[config.mk]
export PLATFORM = sky130hd
export DESIGN_NAME = mac_seq_ctrl
export DESIGN_NICKNAME = d
export VERILOG_FILES = /design/src/rtl/mac_pkg.sv /design/src/rtl/mac_addr_gen.sv /design/src/rtl/mac_seq_ctrl.sv
export SDC_FILE = /design/constraint.sdc
export NUM_CORES = 1
export LEC_CHECK = 0
export ABC_AREA = 1
export CAP_MARGIN = 15
export CORE_MARGIN = 2
export CORE_UTILIZATION = 42
export DETAILED_ROUTE_END_ITERATION = 16
export GPL_TIMING_DRIVEN = 0
export HOLD_SLACK_MARGIN = 0.08
export PLACE_DENSITY_LB_ADDON = 0.15
export SLEW_MARGIN = 20
export SYNTH_ARGS = -nofsm -noshare
export SYNTH_HDL_FRONTEND = slang
export SYNTH_SLANG_ARGS = --single-unit
[constraint.sdc]
create_clock -name clk -period 3.5 [get_ports clk]
set_input_delay 0.35 -clock clk [delete_from_list [all_inputs] [get_ports clk]]
set_output_delay 0.35 -clock clk [all_outputs]
set_load 0.03 [all_outputs]
[src/rtl/mac_pkg.sv]
// Shared definitions for the MAC sequencer: default operand/accumulator/address
// widths and the sequencer state encoding.
package mac_pkg;
   localparam int DEF_DATA_WIDTH   = 16;  // S5.10 data operand
   localparam int DEF_WEIGHT_WIDTH = 8;   // S1.6 weight operand
   localparam int DEF_ACCUM_WIDTH  = 24;  // S7.16 accumulator
   localparam int DEF_ADDR_WIDTH   = 8;

   typedef enum logic [1:0] {
      IDLE  = 2'd0,
      READ  = 2'd1,
      DRAIN = 2'd2,
      HOLD  = 2'd3
   } state_t;
endpackage

[src/rtl/mac_addr_gen.sv]
// Loadable base+index address generator shared by the data and weight memories.
// Ports:
//   clk, rst_n                clock, async active-low reset
//   load                      capture len and both bases, clear idx
//   step                      advance idx and both addresses by one
//   len, data_base, weight_base  command fields captured on load
//   idx                       element index of the current read
//   data_addr, weight_addr    registered memory addresses (wrap modulo 2^AW)
//   last                      idx is the final element of the command
module mac_addr_gen
   import mac_pkg::*;
#(
   parameter int AW = DEF_ADDR_WIDTH
) (
   input  logic          clk,
   input  logic          rst_n,
   input  logic          load,
   input  logic          step,
   input  logic [AW-1:0] len,
   input  logic [AW-1:0] data_base,
   input  logic [AW-1:0] weight_base,
   output logic [AW-1:0] idx,
   output logic [AW-1:0] data_addr,
   output logic [AW-1:0] weight_addr,
   output logic          last
);
   logic [AW-1:0] len_q;

   always_ff @(posedge clk or negedge rst_n) begin
      if (!rst_n) begin
         len_q       <= '0;
         idx         <= '0;
         data_addr   <= '0;
         weight_addr <= '0;
      end else if (load) begin
         len_q       <= len;
         idx         <= '0;
         data_addr   <= data_base;
         weight_addr <= weight_base;
      end else if (step) begin
         idx         <= idx + AW'(1);
         data_addr   <= data_addr + AW'(1);
         weight_addr <= weight_addr + AW'(1);
      end
   end

   // Only meaningful while reading, where len_q is known to be non-zero.
   assign last = (idx == len_q - AW'(1));
endmodule

[src/rtl/mac_seq_ctrl.sv]
// Dot-product sequencer for the shared MAC unit. A command streams vec_len
// data/weight pairs from two 1-cycle-latency memories into the MAC, then holds
// the accumulator on a valid/ready result port until it is taken.
// Ports:
//   clk, rst_n                       clock, async active-low reset
//   start, vec_len, data_base, weight_base   command (accepted in IDLE only)
//   busy, done                       not-idle flag, one-cycle result-taken pulse
//   mem_rd_en, data_addr, weight_addr, data_rdata, weight_rdata   memory reads
//   mac_enable, mac_clear, mac_data, mac_weight, mac_accum        MAC interface
//   result_valid, result_ready, result_data                      result port
module mac_seq_ctrl
   import mac_pkg::*;
#(
   parameter int DATA_WIDTH   = DEF_DATA_WIDTH,
   parameter int WEIGHT_WIDTH = DEF_WEIGHT_WIDTH,
   parameter int ACCUM_WIDTH  = DEF_ACCUM_WIDTH,
   parameter int ADDR_WIDTH   = DEF_ADDR_WIDTH
) (
   input  logic                    clk,
   input  logic                    rst_n,
   input  logic                    start,
   input  logic [ADDR_WIDTH-1:0]   vec_len,
   input  logic [ADDR_WIDTH-1:0]   data_base,
   input  logic [ADDR_WIDTH-1:0]   weight_base,
   output logic                    busy,
   output logic                    done,
   output logic                    mem_rd_en,
   output logic [ADDR_WIDTH-1:0]   data_addr,
   output logic [ADDR_WIDTH-1:0]   weight_addr,
   input  logic [DATA_WIDTH-1:0]   data_rdata,
   input  logic [WEIGHT_WIDTH-1:0] weight_rdata,
   output logic                    mac_enable,
   output logic                    mac_clear,
   output logic [DATA_WIDTH-1:0]   mac_data,
   output logic [WEIGHT_WIDTH-1:0] mac_weight,
   input  logic [ACCUM_WIDTH-1:0]  mac_accum,
   output logic                    result_valid,
   input  logic                    result_ready,
   output logic [ACCUM_WIDTH-1:0]  result_data
);
   state_t                state, state_nxt;
   logic                  load, step, last;
   logic                  zero_q;
   logic                  handshake;
   logic [ADDR_WIDTH-1:0] idx;

   mac_addr_gen #(.AW(ADDR_WIDTH)) u_addr_gen (
      .clk         (clk),
      .rst_n       (rst_n),
      .load        (load),
      .step        (step),
      .len         (vec_len),
      .data_base   (data_base),
      .weight_base (weight_base),
      .idx         (idx),
      .data_addr   (data_addr),
      .weight_addr (weight_addr),
      .last        (last)
   );

   always_ff @(posedge clk or negedge rst_n) begin
      if (!rst_n) state <= IDLE;
      else        state <= state_nxt;
   end

   always_comb begin
      state_nxt = state;
      load      = 1'b0;
      step      = 1'b0;
      case (state)
         IDLE: if (start) begin
            load      = 1'b1;
            state_nxt = (vec_len == '0) ? HOLD : READ;
         end
         READ: begin
            step = 1'b1;
            if (last) state_nxt = DRAIN;
         end
         DRAIN: state_nxt = HOLD;
         HOLD:  if (result_ready) state_nxt = IDLE;
         default: state_nxt = IDLE;
      endcase
   end

   assign handshake    = (state == HOLD) && result_ready;
   assign busy         = (state != IDLE);
   assign mem_rd_en    = (state == READ);
   assign result_valid = (state == HOLD);

   // MAC controls trail the read strobe by the memory latency; the first
   // element of a command loads the product instead of accumulating onto
   // whatever the previous command left behind.
   always_ff @(posedge clk or negedge rst_n) begin
      if (!rst_n) begin
         mac_enable <= 1'b0;
         mac_clear  <= 1'b0;
         done       <= 1'b0;
         zero_q     <= 1'b0;
      end else begin
         mac_enable <= mem_rd_en;
         mac_clear  <= mem_rd_en && (idx == '0);
         done       <= handshake;
         if (load)           zero_q <= (vec_len == '0);
         else if (handshake) zero_q <= 1'b0;
      end
   end

   assign mac_data   = mac_enable ? data_rdata   : '0;
   assign mac_weight = mac_enable ? weight_rdata : '0;

   // An empty command never touches the MAC, so its stale accumulator is masked.
   assign result_data = (result_valid && !zero_q) ? mac_accum : '0;
endmodule

Yosys cells after proc, flatten, opt, wreduce, memory -nomap -nowiden

Cells that the tools add are included.

Bits in registers: 38
Input bits: 76
Output and inout port bits: 70
Word-level logic and storage cells: 50

$add $sub $neg: 4
Equality and inequality tests: 7
Muxes and demuxes: 19
Reductions and logical operators: 11

Operators with widths:

| kind                | count |
|---|---|
| $mux 8              | 7 |
| $add 8x1->8 const B | 3 |
| $mux 24             | 1 |
| $logic_not 8->1     | 2 |
| $mux 16             | 1 |
| $eq 8x8->1          | 1 |
| $mux 2              | 4 |
| $pmux 2 s4          | 1 |
| $sub 8x1->8 const B | 1 |
| $reduce_bool 2->1   | 3 |
| $mux 1              | 5 |
| $eq 2x2->1 const B  | 2 |
| $ne 2x1->1 const B  | 2 |
| $logic_and 1x1->1   | 3 |
| $reduce_and 3->1    | 1 |
| $eq 2x1->1 const B  | 1 |
| $logic_not 2->1     | 1 |
| $ne 2x2->1 const B  | 1 |
| $logic_not 1->1     | 1 |

Logic depth before layout (Yosys ltp)

Depth after elaboration: 4
Depth in mapped cells: 15
Mapped depth without buffers: 15

Modules after synthesis

Synthesis repeated with hierarchy kept, for this count alone.

Cell total of the unflattened synthesis: 398
Area, all modules: 2638.8 µm²

Modules (own cells, without submodules):

| module       | instances | cells each | area an instance (µm²) | sequential area each (µm²) |
|---|---|---|---|---|
| mac_addr_gen | 1         | 247        | 1863.0                 | 800.8 |
| mac_seq_ctrl | 1         | 151        | 775.7                  | 150.1 |

Worst setup path before layout

Ideal clock, no wire load.

Kind: register to output
From: register state[0]
To: output port result_data[10]
Data arrival time: 1.852 ns
Data required time: 3.150 ns
Slack: 1.298 ns
Cell stages (with the launch flop): 7
Path buffers: 2
Cells stage by stage: dfrtp_1 > ha_1 > inv_1 > or2_2 > clkbuf_1 > clkbuf_1 > nor2_1

Cells in the longest elaborated chain, start to end: 3

Ends and longest elaborated chain:

| item                     | line                | source |
|---|---|---|
| start: declaration       | mac_seq_ctrl.sv:41  | `state_t state, state_nxt;` |
| start signal: assignment | mac_seq_ctrl.sv:63  | `else state <= state_nxt;` |
| $eq 2x2->1               | mac_seq_ctrl.sv:88  | `assign result_valid = (state == HOLD);` |
| named net result_valid   | mac_seq_ctrl.sv:37  | `output logic result_valid,` |
| $logic_and 1x1->1        | mac_seq_ctrl.sv:112 | `assign result_data = (result_valid && !zero_q) ? mac_accum : '0;` |
| $mux 24                  | mac_seq_ctrl.sv:112 |  |
| end: declaration         | mac_seq_ctrl.sv:39  | `output logic [ACCUM_WIDTH-1:0] result_data` |

The timed path passes the listed nets, and every way through them passes these cells.

Worst setup path in the final report

From: register state[0]
To: output port result_data[7]

Cells in the longest elaborated chain, start to end: 3

Ends and longest elaborated chain:

| item              | line |
|---|---|
| $eq 2x2->1        | mac_seq_ctrl.sv:88 |
| $logic_and 1x1->1 | mac_seq_ctrl.sv:112 |
| $mux 24           | mac_seq_ctrl.sv:112 |

No other way between the ends.

==> results.md <==
- First-pass GRT wire length: 12,020 um
- Register area share after synthesis: 36.54%
- R2r startpoint: state[0]
- # rows: 28
- Worst rel slew slack: a little over three fifths
- Yosys top cell by area: dfrtp_1
- Synth cell types: 30
- Root buffer cell: clkbuf_8
- Leak pwr: between 2 and 2.5 nW
- Min Tclk post-route: between 2000 and 3000 ps
- IO Port Bufs: between 100 and 150
- Final number of hold-violating endpoints: 0
- Worst min path class: in2async
- Final wirelength: approximately 8000 um
- Die Wd: about 83 um
- Critical Path RT: about 3200 ps
- Post-CTS resize count: 0
- GRT Util Overall: 22.88%
- CP peak stage delay: 700 ps
- Buf+Inv Stages, Crit Path: 4
- Final setup viols: 0
- Final nets: 636
- Startpoint types: flip-flop
- Largest fanout on the critical path: 10
- Vias in the first global route: 2,716
- Largest net degree at the start of global routing: 30
- Clock-pin transition on the worst setup and hold timing paths: 80 ps
- DRT Pass-1 Iters: 4
- Post-route setup TNS: 0 ps
- Final Cycle Share: about four fifths
- Crit-path cells: ha_1 -> inv_1 -> or2_2 -> clkbuf_1 -> clkbuf_1 -> nor2_1 -> clkdlybuf4s50_1
- Setup repair after global routing missed its margin: no
- H-tree depth: 2
- Actual slew at the worst max-slew pin: between 500 and 600 ps
- Yosys warnings: 0
- Post-CTS Setup Bufs: 0
- Fin util: 72.37%
- Max Clk Rate: ~0.35 GHz
- Initial Utilization: around 44%
- Cell mode on critical path: clkbuf_1
- DP Wirelength: roughly 6400 um
- Total gr overflow: 0
- Cts hold-fix bufs: 1
- CTS buffer count: 5
- Max Clock Skew: between 8 and 9 ps
- Area of the mapped netlist: 2602 sq um
- CP delay by family, top: buffers and inverters
- Clock latency on the worst-skew pair: roughly 300 ps
- Vias: between 2,000 and 3,000
- Worst reg-to-reg setup slack: 1640 ps
- Post-route ant nets: 0
- Routability-driven placement congestion ratio: approximately 0.83
- Syn_nets: slightly below 500
- Core Box Area: roughly 6000 sq um
- Antenna violations before repair: 0
- Peak VDD IR: 0.0005093 V
- DRC Markers: 0
- Syn_area_per_cell: 6.572 sq um
- Cell Pwr Density: around 770 nW/um^2
- DIE AREA: ~6800 sq um
- Setup Crit Path Kind: reg2out
- # diodes: 0
- Critical path launch point: state[0]
- CP endpoint kind: primary output
- Max Cap Violations: 0
- # IOs: approximately 150
- Slew Limit Fails: 0
- Cells on worst reg2reg path: 7
- Drt wl/cell: around 13 um
- Share of cells above drive strength 1: 5.445%
- Top post-synthesis cells by area: dfrtp_1 (37%), nand2_1 (14%), inv_1 (13%), nor2_1 (7.6%), ha_1 (4.8%)
- Instance count on the critical path: 7
- Seq cells post-synth: 38
- Critical path arrival: approximately 2500 ps
- CTS Sinks: 38
- CTS tree: yes
- Area growth syn-to-layout: 65.62%
- Cells after Synth: 396
- Critical-path top delay cell: clkdlybuf4s50_1
- Initial DRC Count: between 100 and 150
- Area share of the largest cell type after synthesis: a little over a third
- Status: completed
- Clock buffer depth: 2
- Vias per cell: approximately 4.7
- Die height: ~83 um
[through the flow]
step / worst slack [ps] / cell area (sq um) / power [mW] / hold WS [ps] / instances
finish: 647.0 / 4310 / 3.314 / 450.9 / 626
CTS: 630.5 / 4310 / 3.335 / 455.6 / 626
floorplan: 1298 / 2603 / 2.080 / 54.41 / 396
global placement: 1015 / 4148 / 2.803 / 492.8 / 616
detailed placement: 970.6 / 4163 / 2.864 / 230.9 / 617
global route: 436.9 / 4310 / 3.577 / 463.2 / 626
[sequential cells by signal, summed over array words and instances, names as in the netlist, 2 cells and up]
register / cells
u_addr_gen.data_addr: 8
u_addr_gen.idx: 8
u_addr_gen.len_q: 8
u_addr_gen.weight_addr: 8
state: 2
[path summary, 6_finish.rpt]
kind,endpoint
worst max-delay path,result_data[7]
worst min-delay path,u_addr_gen.len_q[4]
worst max register to register,u_addr_gen.len_q[6]
worst min register to register,u_addr_gen.len_q[7]
max in group asynchronous,u_addr_gen.idx[5]
min in group clk,u_addr_gen.len_q[7]
[placed cells by master, fill, tap and decap left out]
master	instances
clkdlybuf4s50_1	144
nand2_1	94
inv_1	90
nor2_1	53
dfrtp_1	38
nand3_1	19
o21ai_0	15
nor3_1	11
ha_1	10
clkbuf_1	6
a21oi_1	6
xor2_1	6
inv_2	5
clkbuf_8	5
buf_2	4
nand4_1	4
nor2_2	4
o22ai_1	4
or2_2	3
o21ai_1	3
nor3_2	3
a31oi_1	3
buf_1	2
xnor2_1	2
nand2_2	2
o221ai_1	2
a211oi_1	2
o211ai_1	2
bufinv_16	2
clkinv_1	1
o311ai_0	1
o221a_1	1
nor4_1	1
clkinv_4	1
dlygate4sd3_1	1
buf_12	1
[final cells by class]
class,instances,area [sq um]
Clock buffer,5,68.82
Inverter,96,360.3
Clock inverter,3,68.82
Multi-Input combinational cell,251,1246
Buffer,11,45.04
Tap cell,75,93.84
Sequential cell,38,950.9
Timing Repair Buffer,147,1476
Fill cell,490,1645
[cell families after synthesis]
| logic type | synth area share [%] |
|---|---|
| flip-flops | 36.54 |
| AO/OA/AOI/OAI | 8.894 |
| adder cells (fa/ha/maj) | 4.808 |
| XOR/XNOR | 2.692 |
| buffers and inverters | 15.58 |
| AND/OR/NAND/NOR | 31.49 |
[report_power, final]
| group | switching [mW] | internal (mW) |
|---|---|---|
| logic | 1.24 | 0.814 |
| clock network | 0.167 | 0.286 |
| registers | 0.187 | 0.617 |
| total | 1.60 | 1.72 |
[worst reg2reg max path: cells and delay by family (launching register included)]
| family | cells | cell delay, ps |
|---|---|---|
| flops | 1 | 420 |
| simple gates | 2 | 240 |
| fa+ha+maj | 1 | 220 |
| buf+inv | 3 | 770 |
| compound gates | 1 | 120 |
[metal layers]
layer / vias up / part of all wire, % / GRT usage, % / routed length [um]
met2: 90 / 54 / 43.06 / 4289
met3: 9 / 5.4 / 4.891 / 428
met1: 1307 / 40 / 26.16 / 3182
li1: 1508 / - / - / -
met5: - / 0 / 0 / 0
met4: 0 / 0.95 / 5.574 / 76
[cells in the mapped netlist]
master / count
o311ai_0: 1
nand2_1: 94
nand4_1: 4
xnor2_1: 2
buf_1: 2
o21ai_1: 3
ha_1: 10
nor2_2: 4
o21ai_0: 15
buf_2: 3
nor2_1: 53
clkinv_1: 1
a211oi_1: 2
o221ai_1: 2
or2_2: 3
clkbuf_1: 6
o211ai_1: 2
nand3_1: 19
a21oi_1: 6
o22ai_1: 4
nor3_1: 11
nor3_2: 3
inv_1: 90
o221a_1: 1
nand2_2: 2
dfrtp_1: 38
inv_2: 5
nor4_1: 1
xor2_1: 6
a31oi_1: 3
(Power assumes the default switching activity.)
